File: config.mk
export PLATFORM = sky130hd
export DESIGN_NAME = arb_matrix_prio
export DESIGN_NICKNAME = d
export VERILOG_FILES = /design/src/rtl/arb_pkg.sv /design/src/rtl/arb_matrix_prio.sv
export SDC_FILE = /design/constraint.sdc
export NUM_CORES = 1
export LEC_CHECK = 0
export ABC_AREA = 1
export BUFFER_PORTS_ARGS = -buffer_cell sky130_fd_sc_hd__buf_2
export CAP_MARGIN = 20
export CORE_MARGIN = 2
export CORE_UTILIZATION = 40
export DETAILED_ROUTE_END_ITERATION = 12
export PLACE_DENSITY = 0.74
export SLEW_MARGIN = 30
export SYNTH_ARGS = -nofsm -noshare
export SYNTH_HDL_FRONTEND = slang
export SYNTH_SLANG_ARGS = --single-unit
export TNS_END_PERCENT = 100
File: constraint.sdc
create_clock -name clk -period 1.13 [get_ports clk]
set_input_delay 0.339 -clock clk [delete_from_list [all_inputs] [get_ports clk]]
set_output_delay 0.339 -clock clk [all_outputs]
set_load 0.02 [all_outputs]
File: src/rtl/arb_pkg.sv
// Shared types and matrix helpers for the matrix-arbiter priority controller.
package arb_pkg;

    // Lock FSM: IDLE arbitrates freely, LOCK holds the grant on one owner.
    typedef enum logic {
        IDLE = 1'b0,
        LOCK = 1'b1
    } arb_lock_st_e;

    // Largest requester count the helper functions cover.
    localparam int ARB_MAX_W = 32;

    // [i][j]=1 means requester j has priority over requester i.
    typedef logic [ARB_MAX_W-1:0][ARB_MAX_W-1:0] arb_mtx_t;

    // Reset ordering: lower index wins, so every row i yields to all j<i.
    function automatic arb_mtx_t arb_mtx_init(input int width);
        arb_mtx_t m;
        m = '0;
        for (int i = 0; i < ARB_MAX_W; i++) begin
            for (int j = 0; j < ARB_MAX_W; j++) begin
                if ((i < width) && (j < i)) begin
                    m[i][j] = 1'b1;
                end
            end
        end
        return m;
    endfunction

    // Least-recently-granted update: g yields to everyone, nobody yields to g.
    function automatic arb_mtx_t arb_mtx_upd(input arb_mtx_t m, input int g, input int width);
        arb_mtx_t r;
        r = m;
        for (int i = 0; i < ARB_MAX_W; i++) begin
            if ((i < width) && (i != g)) begin
                r[g][i] = 1'b1;
                r[i][g] = 1'b0;
            end
        end
        return r;
    endfunction

endpackage

File: src/rtl/arb_matrix_prio.sv
// Priority-state and lock controller sitting upstream of arb_matrix.
// Holds the least-recently-granted priority matrix and the masked request
// vector; takes the combinational one-hot grant back from arb_matrix.
//
// Handshake: a beat transfers (o_fire) in any cycle where i_ready is high and
// the returned grant is nonzero; o_gnt is that grant qualified by i_ready.
// When i_ready is low nothing transfers and no state changes, whatever
// i_grant shows. i_last is only looked at for the granted requester on fire.
module arb_matrix_prio
    import arb_pkg::*;
#(
    parameter int WIDTH   = 4,
    parameter bit LOCK_EN = 1'b1,
    localparam int IDW    = $clog2(WIDTH)
) (
    input  logic                         clk,
    input  logic                         rst,
    input  logic [WIDTH-1:0]             i_req,
    input  logic [WIDTH-1:0]             i_last,
    input  logic                         i_ready,
    input  logic [WIDTH-1:0]             i_grant,
    output logic [WIDTH-1:0][WIDTH-1:0]  o_matrix,
    output logic [WIDTH-1:0]             o_vld,
    output logic [WIDTH-1:0]             o_gnt,
    output logic                         o_fire,
    output logic                         o_locked,
    output logic [IDW-1:0]               o_lock_id
);

    localparam arb_mtx_t MTX_RST = arb_mtx_init(WIDTH);

    arb_lock_st_e              state;
    arb_lock_st_e              state_nxt;
    logic [IDW-1:0]            owner;
    logic [IDW-1:0]            owner_nxt;
    logic [WIDTH-1:0]          owner_oh;
    logic [IDW-1:0]            gnt_idx;
    logic                      last_g;
    logic                      upd_en;
    logic [WIDTH-1:0][WIDTH-1:0] mtx;
    logic [WIDTH-1:0][WIDTH-1:0] mtx_rst;
    logic [WIDTH-1:0][WIDTH-1:0] mtx_upd;

    // Request masking and grant qualification; o_vld never depends on i_grant.
    always_comb begin
        owner_oh = WIDTH'(1) << owner;
        o_vld    = (state == LOCK) ? (i_req & owner_oh) : i_req;
        o_gnt    = i_grant & {WIDTH{i_ready}};
        o_fire   = |o_gnt;
        o_locked = (state == LOCK);
        o_lock_id = o_locked ? owner : '0;
        o_matrix = mtx;
    end

    // Index of the qualified grant and its last-beat flag.
    always_comb begin
        gnt_idx = '0;
        for (int k = 0; k < WIDTH; k++) begin
            if (o_gnt[k]) begin
                gnt_idx = gnt_idx | IDW'(k);
            end
        end
        last_g = |(o_gnt & i_last);
    end

    // Lock FSM next state; a fire with last set in IDLE is a single-beat transfer.
    always_comb begin
        state_nxt = state;
        owner_nxt = owner;
        upd_en    = 1'b0;
        case (state)
            IDLE: begin
                if (o_fire) begin
                    if (LOCK_EN && !last_g) begin
                        state_nxt = LOCK;
                        owner_nxt = gnt_idx;
                    end else begin
                        upd_en = 1'b1;
                    end
                end
            end
            LOCK: begin
                if (o_fire && last_g) begin
                    state_nxt = IDLE;
                    owner_nxt = '0;
                    upd_en    = 1'b1;
                end
            end
        endcase
    end

    // Lock FSM state and owner registers.
    always_ff @(posedge clk) begin
        if (rst) begin
            state <= IDLE;
            owner <= '0;
        end else begin
            state <= state_nxt;
            owner <= owner_nxt;
        end
    end

    // Per-element reset pattern and row/column update for the granted requester.
    for (genvar gi = 0; gi < WIDTH; gi++) begin : g_row
        for (genvar gj = 0; gj < WIDTH; gj++) begin : g_col
            if (gi == gj) begin : g_diag
                assign mtx_rst[gi][gj] = 1'b0;
                assign mtx_upd[gi][gj] = 1'b0;
            end else begin : g_off
                assign mtx_rst[gi][gj] = MTX_RST[gi][gj];
                assign mtx_upd[gi][gj] = o_gnt[gi] ? 1'b1 :
                                         o_gnt[gj] ? 1'b0 : mtx[gi][gj];
            end
        end
    end

    // Priority matrix register; only changes on a completing transfer.
    always_ff @(posedge clk) begin
        if (rst) begin
            mtx <= mtx_rst;
        end else if (upd_en) begin
            mtx <= mtx_upd;
        end
    end

    // Matrix must stay antisymmetric with a zero diagonal.
    for (genvar ai = 0; ai < WIDTH; ai++) begin : g_a_row
        a_diag: assert property (@(posedge clk) disable iff (rst) mtx[ai][ai] == 1'b0);
        for (genvar aj = ai + 1; aj < WIDTH; aj++) begin : g_a_col
            a_anti: assert property (@(posedge clk) disable iff (rst) mtx[ai][aj] != mtx[aj][ai]);
        end
    end

    a_gnt_onehot0: assert property (@(posedge clk) disable iff (rst) $onehot0(i_grant));
    a_gnt_in_vld:  assert property (@(posedge clk) disable iff (rst) (i_grant & ~o_vld) == '0);
    a_gnt_nonzero: assert property (@(posedge clk) disable iff (rst) (o_vld != '0) |-> (i_grant != '0));
    a_lock_single: assert property (@(posedge clk) disable iff (rst)
                                    o_locked |-> ($onehot(o_vld) || (o_vld == '0)));

endmodule
==> qor.yml, run 1 <==
run_status:
  outcome: "finished, violations left"
  violations: "negative setup slack"
yosys:
  ys_warn_count: 0
  ys_seq_area_frac: 0.351
  syn_inst: 102
  ys_top_cells_by_area: "dfxtp_1 35%, nand2_1 11%, nand2_2 5.9%"
  synth_area_per_cell_um2: 8.38
  synth_top_area_share: 0.351
  synth_top_area_cell: "dfxtp_1"
  ys_ff_latch: 15
  synth_area_um2: 855
  synth_cell_types: 25
route:
  routedWlPerCell_um: 13.5
  vias: 918
  first_pass_iters: 5
  ant_nets: 0
  wl_mm: 2.58
  drc: 0
  vias_per_cell: 4.81
  drtIter0Drc: 11
sta:
  setup_viol: 9
  final.min_clock_period_ns: 1.47
  rsz0062_at_grt: "true"
  clock_skew_ns: 0.000168
  fin_setup_tns_ns: -1.96
  fmax_mhz: 681
  finalHoldViolations: 0
  setup_slack_ns: -0.338
  period_share: 1.30
  report.final.slew_viol_count: 0
  whs_ns: 0.415
clock_network:
  clk_latency_ns: 0.28
  h-tree-depth: 1
  cts_tree: "built"
  cts.sink_count: 15
  cts_buffers: 3
  cts-root-buf: "clkbuf_4"
  ctsHoldBuffers: 0
  cts_buffer_depth: 2
  path_clk_slew_ns: 0.09
placed_design:
  dp_hpwl_mm: 1.72
  gp_congestion: 0.799
  dp_cells: 180
  portBuffers: 38
power_and_ir_drop:
  p_total_uw: 1550
  p_leak_uw: 0.000741
  power_density_nw_per_um2: 999
  ir_drop_v: 0.000979
setup_path:
  cp_max_fo: 5
  critPathSlowestCell: "dfxtp_4"
  endpoint_kind: "output pin"
  worstPathArrival_ns: 1.13
  crit_path_cell_trace: "nand2_2 -> inv_4 -> nor3b_4 -> buf_6"
  cp_data_required_time_ns: 0.79
  cp.buffers_inverters: 2
  cp_slowest_stage_delay_ns: 0.38
  cp_top_family: "flip-flops"
  crit_type: "flip-flop to output pin"
  start_kind: "flip-flop"
die:
  die_area_um2: 2520
  die_y_um: 50.2
  num_rows: 16
  initial_core_util: 0.431
  core_area_um2: 1980
  die_x_um: 50.2
  num_io_pins: 43
finish:
  seqCellArea_um2: 322
  final_cell_mix: "33 x buf_4, 21 x nand2_1, 15 x buf_6, 14 x dfxtp_2, 13 x buf_2"
  nets: 180
  fin_cells: 191
  fillers: 134
  final_common_cell: "buf_4"
  area_growth_pct: 81.4
  drive_gt1_frac: 0.762
  multiInputGateArea_um2: 619
  antennaDiodeCount: 0
global_route:
  antenna_found_initial: 0
  grt_pass1_wl_mm: 3.80
  grt_max_degree: 11
  grt_pass1_vias: 882
  globalRoute.totalOverflow: 0
  gr-usage-all-layers: 0.199
run:
  maxCapViolations: 0
hold_path:
  hold_path.class: "primary input to flip-flop"
[cell type report]
class / count / area share
Inverter: 9 / 0.0307
Clock buffer: 4 / 0.0169
Timing Repair Buffer: 62 / 0.324
Tap cell: 27 / 0.0218
Sequential cell: 15 / 0.207
Multi-Input combinational cell: 74 / 0.400
[report_power, final]
part | internal (µW) | total (µW) | switching [µW]
logic | 297 | 636 | 338
registers | 573 | 605 | 32.2
clock network | 137 | 308 | 171
total | 1010 | 1550 | 542
[stage by stage]
step / worst slack, ns / util / instance area, µm²
2_1_floorplan: -0.0119 / - / 958
3_3_place_gp: -0.264 / 0.628 / 1240
3_5_place_dp: -0.326 / 0.628 / 1240
4_1_cts: -0.349 / 0.713 / 1410
5_1_grt: -0.404 / 0.782 / 1550
6_report: -0.338 / 0.782 / 1550
[state kept, by name (all words and copies together) (netlist names), named ones only]
| signal | cells |
|---|---|
| o_matrix | 12 |
| owner | 2 |
[what timing repair did]
action / CTS / global route
buffers inserted: 4 / 3
resized for setup: 35 / 38
pin swaps: 7 / 6
endpoints found under the hold margin: 0 / 0
setup endpoints to repair: 23 / 32
[synthesized netlist by cell type]
cell type and instances:
a211oi_2 1, a21oi_1 3, a21oi_2 3, a21oi_4 2, buf_2 1, buf_4 4, buf_6 2, conb_1 1
dfxtp_1 15, inv_1 7, inv_2 2, nand2_1 24, nand2_2 8, nand2_4 4, nand3_1 5, nand3_2 5
nand4_2 1, nor2_1 3, nor2_2 1, nor2_4 1, nor2_8 1, nor3b_1 3, o21ai_0 3, o21ai_1 1
o21ai_2 1
[final timing paths]
check                           depth (start not counted)  slack, ns                     start                   endpoint
worst max-delay path                                    4      -0.34                 flip-flop                   o_vld[2]
worst min-delay path                                    2       0.42                       rst  o_matrix[11]$_SDFFE_PP0P_
worst max register to register                          5       0.15                 flip-flop      owner[1]$_SDFFE_PP0P_
worst min register to register                          2       0.46  o_matrix[9]$_SDFFE_PP1P_   o_matrix[9]$_SDFFE_PP1P_
[cells by family after synthesis]
logic type / count (synthesis) / synth area share
AO/OA/AOI/OAI: 14 / 0.135
flip-flops: 15 / 0.351
buffers and inverters: 16 / 0.107
AND/OR/NAND/NOR: 56 / 0.403
other: 1 / 0.00439
[routing by layer]
metal | wire, µm | vias up | global-route usage
met5 | 0 | - | 0
met4 | 13 | 0 | 0.0556
met3 | 100 | 2 | 0.0387
met2 | 1450 | 30 | 0.412
met1 | 1020 | 439 | 0.190
li1 | - | 447 | -
(Power assumes the default switching activity.)
==> inputs of run 2 (changes only) <==
Settings changed: SETUP_SLACK_MARGIN set to 0.05, TNS_END_PERCENT 100 to 5.
==> run 2 against run 1 <==
Net effect: the flow still finishes with violations (negative setup slack); non-clock buffer count is 5 lower; via count decreased by 4.2%; design area is 3.7% lower; routed wire length is 11% lower; global-route usage is 1.2 points higher; critical path depth did not move; sequential power increased by 0.8%; clock power rose by 6%; flip-flop and latch count did not move; register-to-register slack barely moved; clock skew barely moved; utilization fell by 2.9 points; critical endpoint is now o_vld[3]; highest routed layer unchanged.
==> qor.yml, run 2 (synthesized netlist as in run 1, its figures left out) <==
run_status:
  outcome: "finished, violations left"
  violations: "negative setup slack"
finish:
  area_growth_pct: 74.7
  drive_gt1_frac: 0.755
  antennaDiodeCount: 0
  final_area_um2: 1490
  largest_reg_flops: 12
  final_common_cell: "nand2_1"
  fin_cells: 186
  final_util: 0.753
  final_cell_mix: "22 x nand2_1, 21 x buf_6, 20 x buf_4, 15 x buf_2, 13 x dfxtp_2"
  nets: 175
power_and_ir_drop:
  switchingPower_uw: 542
  power_density_nw_per_um2: 1020
  p_leak_uw: 0.000730
  clkPwrFrac: 0.213
  seqPwrFrac: 0.400
  sw_frac_of_total: 0.356
  ir_drop_v: 0.000955
  p_int_uw: 981
  p_total_uw: 1520
  comb_power_share: 0.387
clock_network:
  cts_tree: "built"
  cts_buffers: 3
  clk_latency_ns: 0.30
  h-tree-depth: 1
  cts.sink_count: 15
  cts-root-buf: "clkbuf_4"
  path_clk_slew_ns: 0.10
  cts_buffer_depth: 2
sta:
  clock_skew_ns: 0.000442
  setup_viol: 9
  final.min_clock_period_ns: 1.49
  setup_slack_ns: -0.360
  rsz0062_at_grt: "true"
  finalHoldViolations: 0
  report.final.slew_viol_count: 0
  fmax_mhz: 671
  period_share: 1.32
route:
  vias_per_cell: 4.73
  drtIter0Drc: 6
  vias: 879
  routedWlPerCell_um: 12.3
  drc: 0
  wl_mm: 2.30
  ant_nets: 0
  first_pass_iters: 4
setup_path:
  endpoint_kind: "output pin"
  ff2ff_path_depth: 5
  start_kind: "flip-flop"
  crit_path_cell_trace: "inv_4 -> nor2_4 -> nor3b_4 -> buf_6"
  cp_max_fo: 5
  cp_num_cells: 4
  cp_data_required_time_ns: 0.79
  cp_top_family: "flip-flops"
  worstReg2RegEnd: "owner[0]$_SDFFE_PP0P_"
  crit_type: "flip-flop to output pin"
  cp_slowest_stage_delay_ns: 0.39
  worstPathArrival_ns: 1.15
  critPathSlowestCell: "dfxtp_4"
  ff2ff_setup_slack_ns: 0.16
  cp.buffers_inverters: 2
placed_design:
  post-place-ws_ns: -0.328
  dp_cells: 181
  portBuffers: 38
  place_area_um2: 1250
  gp_congestion: 0.759
  dp_hpwl_mm: 1.74
die:
  num_io_pins: 43
  num_rows: 16
  die_area_um2: 2520
  initial_core_util: 0.431
  core_area_um2: 1980
  die_y_um: 50.2
  die_x_um: 50.2
global_route:
  gr-usage-all-layers: 0.211
  grt_pass1_wl_mm: 4.01
  antenna_found_initial: 0
  grt_pass1_vias: 915
  globalRoute.totalOverflow: 0
  grt_max_degree: 11
run:
  maxCapViolations: 0
hold_path:
  hold_path_depth: 2
  hold_path.class: "primary input to flip-flop"
  whs_endpoint: "o_matrix[11]$_SDFFE_PP0P_"
  worstHoldStart: "rst"
run 2: routing by layer:
metal	global-route usage	share of wire	routed length (µm)	vias to the layer above
met3	0.0387	0.046	106	3
met5	0	0	0	-
met1	0.224	0.40	923	410
met4	0.102	0.013	30	0
met2	0.393	0.54	1240	31
li1	-	-	-	435
run 2: per-stage QoR:
stage                     setup TNS (ns)  hold slack [ns]
final                              -1.95            0.382
after global routing               -2.34            0.386
after CTS                          -1.84            0.382
after detailed placement           -5.35            0.433
after global placement             -4.37            0.429
after floorplan                  -0.0836            0.492
run 2: final cells by class:
type / instances / area (µm²)
multi-input combinational: 74 / 573
fill: 136 / 489
timing repair buffer: 57 / 482
sequential: 15 / 324
inverter: 9 / 52.6
tap: 27 / 33.8
clock buffer: 3 / 22.5
clock inverter: 1 / 5.00
run 2: how the worst max path moves through the flow:
stage	endpoint	startpoint	slack (ns)
2_1_floorplan	o_fire	i_ready	-0.02
3_3_place_gp	owner[1]$_SDFFE_PP0P_	i_ready	-0.26
3_5_place_dp	o_matrix[1]$_SDFFE_PP0P_	i_ready	-0.33
4_1_cts	o_vld[2]	flip-flop	-0.34
5_1_grt	o_vld[2]	flip-flop	-0.40
6_report	o_vld[3]	flip-flop	-0.36
run 2: power groups by stage:
stage | clock [µW] | sequential (µW) | combinational, µW
finish | 325 | 610 | 589
global route | 362 | 616 | 629
CTS | 319 | 610 | 581
floorplan | 0 | 644 | 295
global placement | 0 | 603 | 486
detailed placement | 0 | 605 | 498
run 2: repair_timing:
item                       in CTS  in global routing
pin swaps                       4                  1
setup buffers                   1                  0
hold buffers                    0                  0
setup endpoints to repair      34                 24
gates resized for setup        67                  4
